## src/rtl/div_unit.sv

```systemverilog
// div_unit: multi-cycle restoring divider for DIV/DIVU in the EX stage.
// Produces {remainder, quotient} one quotient bit per cycle; EX stalls on
// start_i until ready_o. A zero divisor yields an all-zero result.
module div_unit #(
    parameter int unsigned DATA_W = 32,
    parameter int unsigned CNT_W  = 6
) (
    input  logic                  clk,
    input  logic                  rst,
    input  logic                  signed_div_i,
    input  logic [DATA_W-1:0]     opdata1_i,
    input  logic [DATA_W-1:0]     opdata2_i,
    input  logic                  start_i,
    input  logic                  annul_i,
    output logic [2*DATA_W-1:0]   result_o,
    output logic                  ready_o
);

    typedef enum logic [1:0] {
        ST_FREE   = 2'd0,
        ST_BYZERO = 2'd1,
        ST_ON     = 2'd2,
        ST_END    = 2'd3
    } state_t;

    state_t              state_q, state_d;
    logic [CNT_W-1:0]    cnt_q, cnt_d;
    logic [DATA_W-1:0]   rem_q, rem_d;
    logic [DATA_W-1:0]   quo_q, quo_d;
    logic [DATA_W-1:0]   div_q, div_d;
    logic                sdiv_q, sdiv_d;
    logic                neg_a_q, neg_a_d;
    logic                neg_b_q, neg_b_d;
    logic [2*DATA_W-1:0] result_q, result_d;
    logic                ready_q, ready_d;

    logic [DATA_W:0]     shifted_rem;
    logic [DATA_W:0]     diff;
    logic                take;
    logic [DATA_W-1:0]   abs_a;
    logic [DATA_W-1:0]   abs_b;
    logic [DATA_W-1:0]   q_fix;
    logic [DATA_W-1:0]   r_fix;

    // Datapath helpers: operand magnitudes, one restoring step, sign fixup.
    always_comb begin
        abs_a       = (signed_div_i && opdata1_i[DATA_W-1]) ? -opdata1_i : opdata1_i;
        abs_b       = (signed_div_i && opdata2_i[DATA_W-1]) ? -opdata2_i : opdata2_i;
        shifted_rem = {rem_q, quo_q[DATA_W-1]};
        take        = (shifted_rem >= {1'b0, div_q});
        diff        = shifted_rem - {1'b0, div_q};
        q_fix       = (sdiv_q && (neg_a_q ^ neg_b_q)) ? -quo_q : quo_q;
        r_fix       = (sdiv_q && neg_a_q) ? -rem_q : rem_q;
    end

    // Next-state and output-register logic.
    always_comb begin
        state_d  = state_q;
        cnt_d    = cnt_q;
        rem_d    = rem_q;
        quo_d    = quo_q;
        div_d    = div_q;
        sdiv_d   = sdiv_q;
        neg_a_d  = neg_a_q;
        neg_b_d  = neg_b_q;
        result_d = result_q;
        ready_d  = ready_q;

        case (state_q)
            ST_FREE: begin
                ready_d  = 1'b0;
                result_d = '0;
                if (start_i && !annul_i) begin
                    sdiv_d  = signed_div_i;
                    neg_a_d = signed_div_i & opdata1_i[DATA_W-1];
                    neg_b_d = signed_div_i & opdata2_i[DATA_W-1];
                    quo_d   = abs_a;
                    div_d   = abs_b;
                    rem_d   = '0;
                    cnt_d   = '0;
                    state_d = (opdata2_i == '0) ? ST_BYZERO : ST_ON;
                end
            end
            ST_BYZERO: begin
                result_d = '0;
                state_d  = ST_END;
            end
            ST_ON: begin
                if (annul_i || !start_i) begin
                    state_d  = ST_FREE;
                    ready_d  = 1'b0;
                    result_d = '0;
                end else if (cnt_q != CNT_W'(DATA_W)) begin
                    // quo_q doubles as the dividend shift register; its MSB
                    // feeds the remainder while quotient bits enter at the LSB.
                    if (take) begin
                        rem_d = diff[DATA_W-1:0];
                        quo_d = {quo_q[DATA_W-2:0], 1'b1};
                    end else begin
                        rem_d = shifted_rem[DATA_W-1:0];
                        quo_d = {quo_q[DATA_W-2:0], 1'b0};
                    end
                    cnt_d = cnt_q + CNT_W'(1);
                end else begin
                    result_d = {r_fix, q_fix};
                    state_d  = ST_END;
                end
            end
            ST_END: begin
                if (!start_i) begin
                    state_d  = ST_FREE;
                    ready_d  = 1'b0;
                    result_d = '0;
                end else begin
                    ready_d = 1'b1;
                end
            end
            default: state_d = ST_FREE;
        endcase
    end

    // State register with asynchronous active-low clear.
    always_ff @(posedge clk or negedge rst) begin
        if (!rst) begin
            state_q  <= ST_FREE;
            cnt_q    <= '0;
            rem_q    <= '0;
            quo_q    <= '0;
            div_q    <= '0;
            sdiv_q   <= 1'b0;
            neg_a_q  <= 1'b0;
            neg_b_q  <= 1'b0;
            result_q <= '0;
            ready_q  <= 1'b0;
        end else begin
            state_q  <= state_d;
            cnt_q    <= cnt_d;
            rem_q    <= rem_d;
            quo_q    <= quo_d;
            div_q    <= div_d;
            sdiv_q   <= sdiv_d;
            neg_a_q  <= neg_a_d;
            neg_b_q  <= neg_b_d;
            result_q <= result_d;
            ready_q  <= ready_d;
        end
    end

    assign result_o = result_q;
    assign ready_o  = ready_q;

endmodule

```

## config.mk

```make
export PLATFORM = sky130hd
export DESIGN_NAME = div_unit
export DESIGN_NICKNAME = d
export VERILOG_FILES = /design/src/rtl/div_unit.sv
export SDC_FILE = /design/constraint.sdc
export NUM_CORES = 1
export LEC_CHECK = 0
export CAP_MARGIN = 20
export CORE_AREA = 3 3 148 150
export CTS_BUF_LIST = sky130_fd_sc_hd__clkbuf_4 sky130_fd_sc_hd__clkbuf_8 sky130_fd_sc_hd__clkbuf_16
export CTS_CLUSTER_SIZE = 14
export DETAILED_ROUTE_END_ITERATION = 10
export DIE_AREA = 0 0 151 153
export PLACE_DENSITY_LB_ADDON = 0.15
export SYNTH_ARGS = -nofsm -noshare
export SYNTH_HDL_FRONTEND = slang
export SYNTH_SLANG_ARGS = --single-unit
```

## constraint.sdc

```tcl
create_clock -name clk -period 4.1 [get_ports clk]
set_clock_uncertainty 0.05 [all_clocks]
set_input_delay 0.615 -clock clk [delete_from_list [all_inputs] [get_ports clk]]
set_output_delay 0.615 -clock clk [all_outputs]
set_load 0.01 [all_outputs]
```

# After elaboration in Yosys (flattened, before gate mapping)

Index checks and enable logic that the tools add are counted.

Register bits after elaboration: 172
Latch bits: 0
Memory bits (writable): 0
Memory bits (read-only): 0
Output and inout bits: 65
Word-level logic and storage cells: 79
Memories kept: 0

$add $sub $neg: 6
$mul: 0
Div/mod/pow operators: 0
Order comparisons: 1
Eq/ne operators: 10
Shift operators: 0
Mux-type cells: 31
Bitwise operators: 3
Reduce and logical (&&, ||, !) cells: 18

Operator list:

| cell                  | number |
|---|---|
| $mux W32              | 11 |
| $mux W64              | 3 |
| $pmux W64 S3          | 1 |
| $neg A32 Y32          | 4 |
| $pmux W32 S2          | 2 |
| $ge A33 B32 Y1        | 1 |
| $logic_not A32 Y1     | 1 |
| $sub A32 B32 Y32      | 1 |
| $mux W6               | 3 |
| $pmux W6 S2           | 1 |
| $mux W2               | 5 |
| $ne A2 B2 Y1 const B  | 5 |
| $pmux W2 S4           | 1 |
| $add A6 B1 Y6 const B | 1 |
| $ne A6 B6 Y1 const B  | 1 |
| $reduce_and A2 Y1     | 3 |
| $logic_and A1 B1 Y1   | 5 |
| $eq A2 B2 Y1 const B  | 2 |
| $reduce_and A4 Y1     | 1 |
| $mux W1               | 3 |
| $ne A3 B3 Y1 const B  | 1 |
| $pmux W1 S3           | 1 |
| $reduce_and A3 Y1     | 1 |
| $reduce_bool A3 Y1    | 1 |
| 8 further kinds       | 10 |

# Longest topological paths before layout

Depth after elaboration: 6
Gate-level depth with buffers: 12

# Least setup slack after synthesis

No wires, ideal clock.

Path kind: register to register
Start: reg rem_q[9]
End: reg rem_q[4]
Arrival: 2,662 ps
Path slack: 1,250 ps
Stages on the path, launching flop included: 11
Path buffers: 1
Path through: dfrtp_1 > ha_1 > and3_4 > nand4_1 > or4_4 > nor4_4 > a2111oi_4 > o311ai_4 > buf_12 > mux2i_1 > o22ai_1

Longest elaborated chain between the ends: 5

Ends and longest elaborated chain:

| what                     | line | source |
|---|---|---|
| start: declaration       | 28   | `logic [DATA_W-1:0] rem_q, rem_d;` |
| start signal: assignment | 138  | `rem_q <= rem_d;` |
| $ge A33 B32 Y1           | 50   | `take = (shifted_rem >= {1'b0, div_q});` |
| $mux W32                 | 96   | `if (take) begin` |
| $mux W32                 | 93   | `end else if (cnt_q != CNT_W'(DATA_W)) begin` |
| $mux W32                 | 89   | `if (annul_i \|\| !start_i) begin` |
| $pmux W32 S2             | 69   | `case (state_q)` |

No other way between the ends. The select of a mux whose other input is x is not followed.
A chain may end at the register's enable or synchronous reset.

# Worst setup path after layout

Start: reg rem_q[15]
End: reg rem_q[22]

Longest elaborated chain between the ends: 5
Elaborated cells on any way between the ends: 6
Those cells by class: add/sub: 1; order compare: 1; mux: 4

Ends and longest elaborated chain:

| what                                               | line |
|---|---|
| $sub A32 B32 Y32 or $ge A33 B32 Y1 (tied branches) | 51, 50 |
| $mux W32 *                                         | 96 |
| $mux W32 *                                         | 93 |
| $mux W32 *                                         | 89 |
| $pmux W32 S2 *                                     | 69 |

Mark *: on every way between the ends. The rest lies on a longest branch, timed or not. The select of a mux whose other input is x is not followed.

==> impl_metrics.py <==
metrics = {
    "outcome": {
        "outcome": "complete, no violations",
    },
    "placed_design": {
        "post-dp-hpwl_mm": 22.3,
        "place_congestion": 0.925,
        "portBuffers": 133,
        "dp_cells": 1722,
    },
    "route": {
        "post-route-drc-count": 0,
        "drt-total-wl_mm": 29.6,
        "detail-route-antenna-nets": 0,
        "via_per_inst": 5.76,
        "dr.pass1.iters": 6,
        "avgRoutedWirePerCell_um": 16.9,
        "first_iter_violations": 813,
        "vias": 10100,
    },
    "layout": {
        "instances_no_fill": 1754,
        "num_antenna_cells": 0,
        "fin_nets": 1574,
        "drive_above_1_share": 0.0548,
        "areaGrowthSynthToFinish_pct": 19.5,
    },
    "sta": {
        "fmax_mhz": 274,
        "rsz0062_at_grt": "false",
        "tightest_slew_ns": 1.08,
        "slew_headroom": 0.280,
        "timing.final.crit_share": 0.889,
        "hold_violations": 0,
        "fin_crit_ns": 3.64,
        "final.setup.tns_ns": 0,
        "drv_slew": 0,
        "setup_violations": 0,
    },
    "global_routing": {
        "grt_pass1_vias": 9124,
        "gr-usage-all-layers": 0.258,
        "antenna_found_initial": 0,
        "grt.overflow.total": 0,
        "grt_pass1_wl_mm": 48.2,
        "grt_max_degree": 103,
    },
    "clock_network": {
        "clk_pin_slew_ns": 0.07,
        "clk_latency_ns": 0.43,
        "htreeDepth": 4,
        "root_buffer": "clkbuf_16",
        "cts_tree": "yes",
        "cts_buffer_depth": 2,
        "postCtsSetupBuffers": 0,
        "cts_hold_buf": 0,
        "cts_resized": 0,
        "cts_num_sinks": 172,
        "cts_inserted_buffers": 17,
    },
    "synthesis": {
        "ys_ff_latch": 172,
        "synth-async-reset-ratio": 1.00,
        "netlist_area_um2": 11300,
        "synth_fp_nets": 1466,
        "synth_area_leader_cell": "dfrtp_1",
        "synth.area.top_cells": "dfrtp_1 38%, o21ai_0 8.3%, nand2_1 7.4%, xor2_1 6.0%, xnor2_1 5.4%",
        "synth.most_common_cell": "nand2_1",
        "syn_area_per_cell_um2": 8.29,
        "ys_warn_count": 0,
        "netlist_instances": 1358,
        "synth_top_area_share": 0.382,
        "synth-main-ff-cell": "dfrtp_1",
        "ys_top_cells_by_count": "222 x nand2_1, 187 x o21ai_0, 172 x dfrtp_1, 95 x nor2_1, 85 x a21oi_1",
        "yosysSeqAreaShare": 0.382,
        "synth.distinct_cells": 67,
        "synth_enable_flop_cells": 0,
    },
    "die": {
        "start_util": 0.541,
        "core_um2": 20800,
        "die-area_um2": 23100,
        "ios": 134,
        "rows": 53,
        "die_w_um": 151,
        "die_h_um": 153,
    },
    "pwr": {
        "ir_drop_v": 0.000291,
        "leakage_nw": 5.74,
        "power_density_nw_per_um2": 536,
    },
    "critical_path": {
        "endpoint_kind": "register",
        "crit_arrival_ns": 3.89,
        "cp_max_fo": 16,
        "crit_path_start_kind": "register",
        "required_ns": 4.34,
        "critPathKind": "register to register",
    },
    "job": {
        "cap_violations": 0,
    },
    "hold_path": {
        "hold_path_class": "input port to asynchronous set/reset pin",
    },
}
## cells by family after synthesis
group           after synthesis  share of synthesized area
compound gates              407                      0.211
buf+inv                     120                     0.0434
xor+xnor                    146                      0.114
flops                       172                      0.382
simple gates                450                      0.184
mux                          24                     0.0213
fa+ha+maj                    39                     0.0440
## critical path: stages, from the launching register on
cell,delay [ns]
dfrtp_1,0.46
ha_1,0.44
o21a_1,0.15
o21ai_0,0.11
a221oi_1,0.50
nand2_1,0.19
o311ai_4,0.94
buf_4,0.36
mux2i_1,0.20
o21ai_1,0.08
## report_power, final
group	switching, W	internal [W]	total (W)	leakage (nW)
registers	0.000452	0.00209	0.00254	2.28
logic	0.00185	0.00121	0.00307	3.18
clock network	0.000786	0.000821	0.00161	0.285
## sequential cells by signal, summed over array words and instances (netlist names)
| register | cells |
|---|---|
| cnt_q | 6 |
| ready_o | 1 |
| state_q | 2 |
| sdiv_q | 1 |
| div_q | 32 |
| result_o | 64 |
| neg_b_q | 1 |
| neg_a_q | 1 |
| quo_q | 32 |
| rem_q | 32 |
## through the flow
step / setup slack, ns / hold slack [ns] / power, W / cell area (µm²) / util
floorplan: 1.25 / 0.269 / 0.00464 / 11300 / -
global placement: 0.541 / 0.410 / 0.00553 / 12900 / 0.617
detailed placement: 0.484 / 0.420 / 0.00559 / 12900 / 0.617
CTS: 0.463 / 0.274 / 0.00721 / 13500 / 0.646
global route: 0.0786 / 0.299 / 0.00776 / 13500 / 0.646
finish: 0.456 / 0.226 / 0.00722 / 13500 / 0.646
## cell type report
cell class	instances	area, µm²
Inverter	52	195
Sequential cell	172	4300
Clock buffer	17	425
Clock inverter	15	174
Timing Repair Buffer	157	1530
Tap cell	275	344
Multi-Input combinational cell	1066	6490
Fill cell	1836	7370
## placed cells by master, fill, tap and decap left out, types with 7 or more instances in the layout
| master | instances |
|---|---|
| clkbuf_16 | 17 |
| nor4_1 | 12 |
| nand2b_1 | 9 |
| nand3_1 | 18 |
| a21o_1 | 13 |
| o31ai_1 | 15 |
| buf_4 | 23 |
| o21ai_1 | 26 |
| a21oi_1 | 85 |
| dfrtp_1 | 172 |
| mux2i_1 | 24 |
| nand4_1 | 7 |
| o41ai_1 | 16 |
| ha_1 | 38 |
| nand2_1 | 222 |
| and2_1 | 11 |
| and3_1 | 8 |
| xor2_1 | 77 |
| clkdlybuf4s50_1 | 132 |
| nor3_1 | 16 |
| nor2_1 | 92 |
| xnor2_1 | 69 |
| or4_1 | 12 |
| a32oi_1 | 7 |
| inv_1 | 52 |
| or3_1 | 15 |
| a31oi_1 | 19 |
| o21ai_0 | 187 |
## path summary, 6_finish.rpt
path                                          start                        to  slack (ns)  cells after the start
hold reg to reg            result_o[50]$_DFFE_PN0P_  result_o[50]$_DFFE_PN0P_        0.43                      2
max in group asynchronous                       rst      div_q[2]$_DFFE_PN0P_        2.72                      2
setup / recovery              rem_q[15]$_DFFE_PN0P_     rem_q[22]$_DFFE_PN0P_        0.46                      9
min in group clk           result_o[50]$_DFFE_PN0P_  result_o[50]$_DFFE_PN0P_        0.43                      2
hold / removal                                  rst  result_o[11]$_DFFE_PN0P_        0.23                      1
setup reg to reg              rem_q[15]$_DFFE_PN0P_     rem_q[22]$_DFFE_PN0P_        0.46                      9
## metal layers
metal  up-vias  track usage  part of all wire
li1       4992            -                 -
met1      4738        0.420              0.50
met2       350        0.351              0.41
met3        28       0.0575             0.076
met4         0       0.0522             0.011
met5         -            0                 0
No activity file was read; power rests on OpenSTA's default activity.
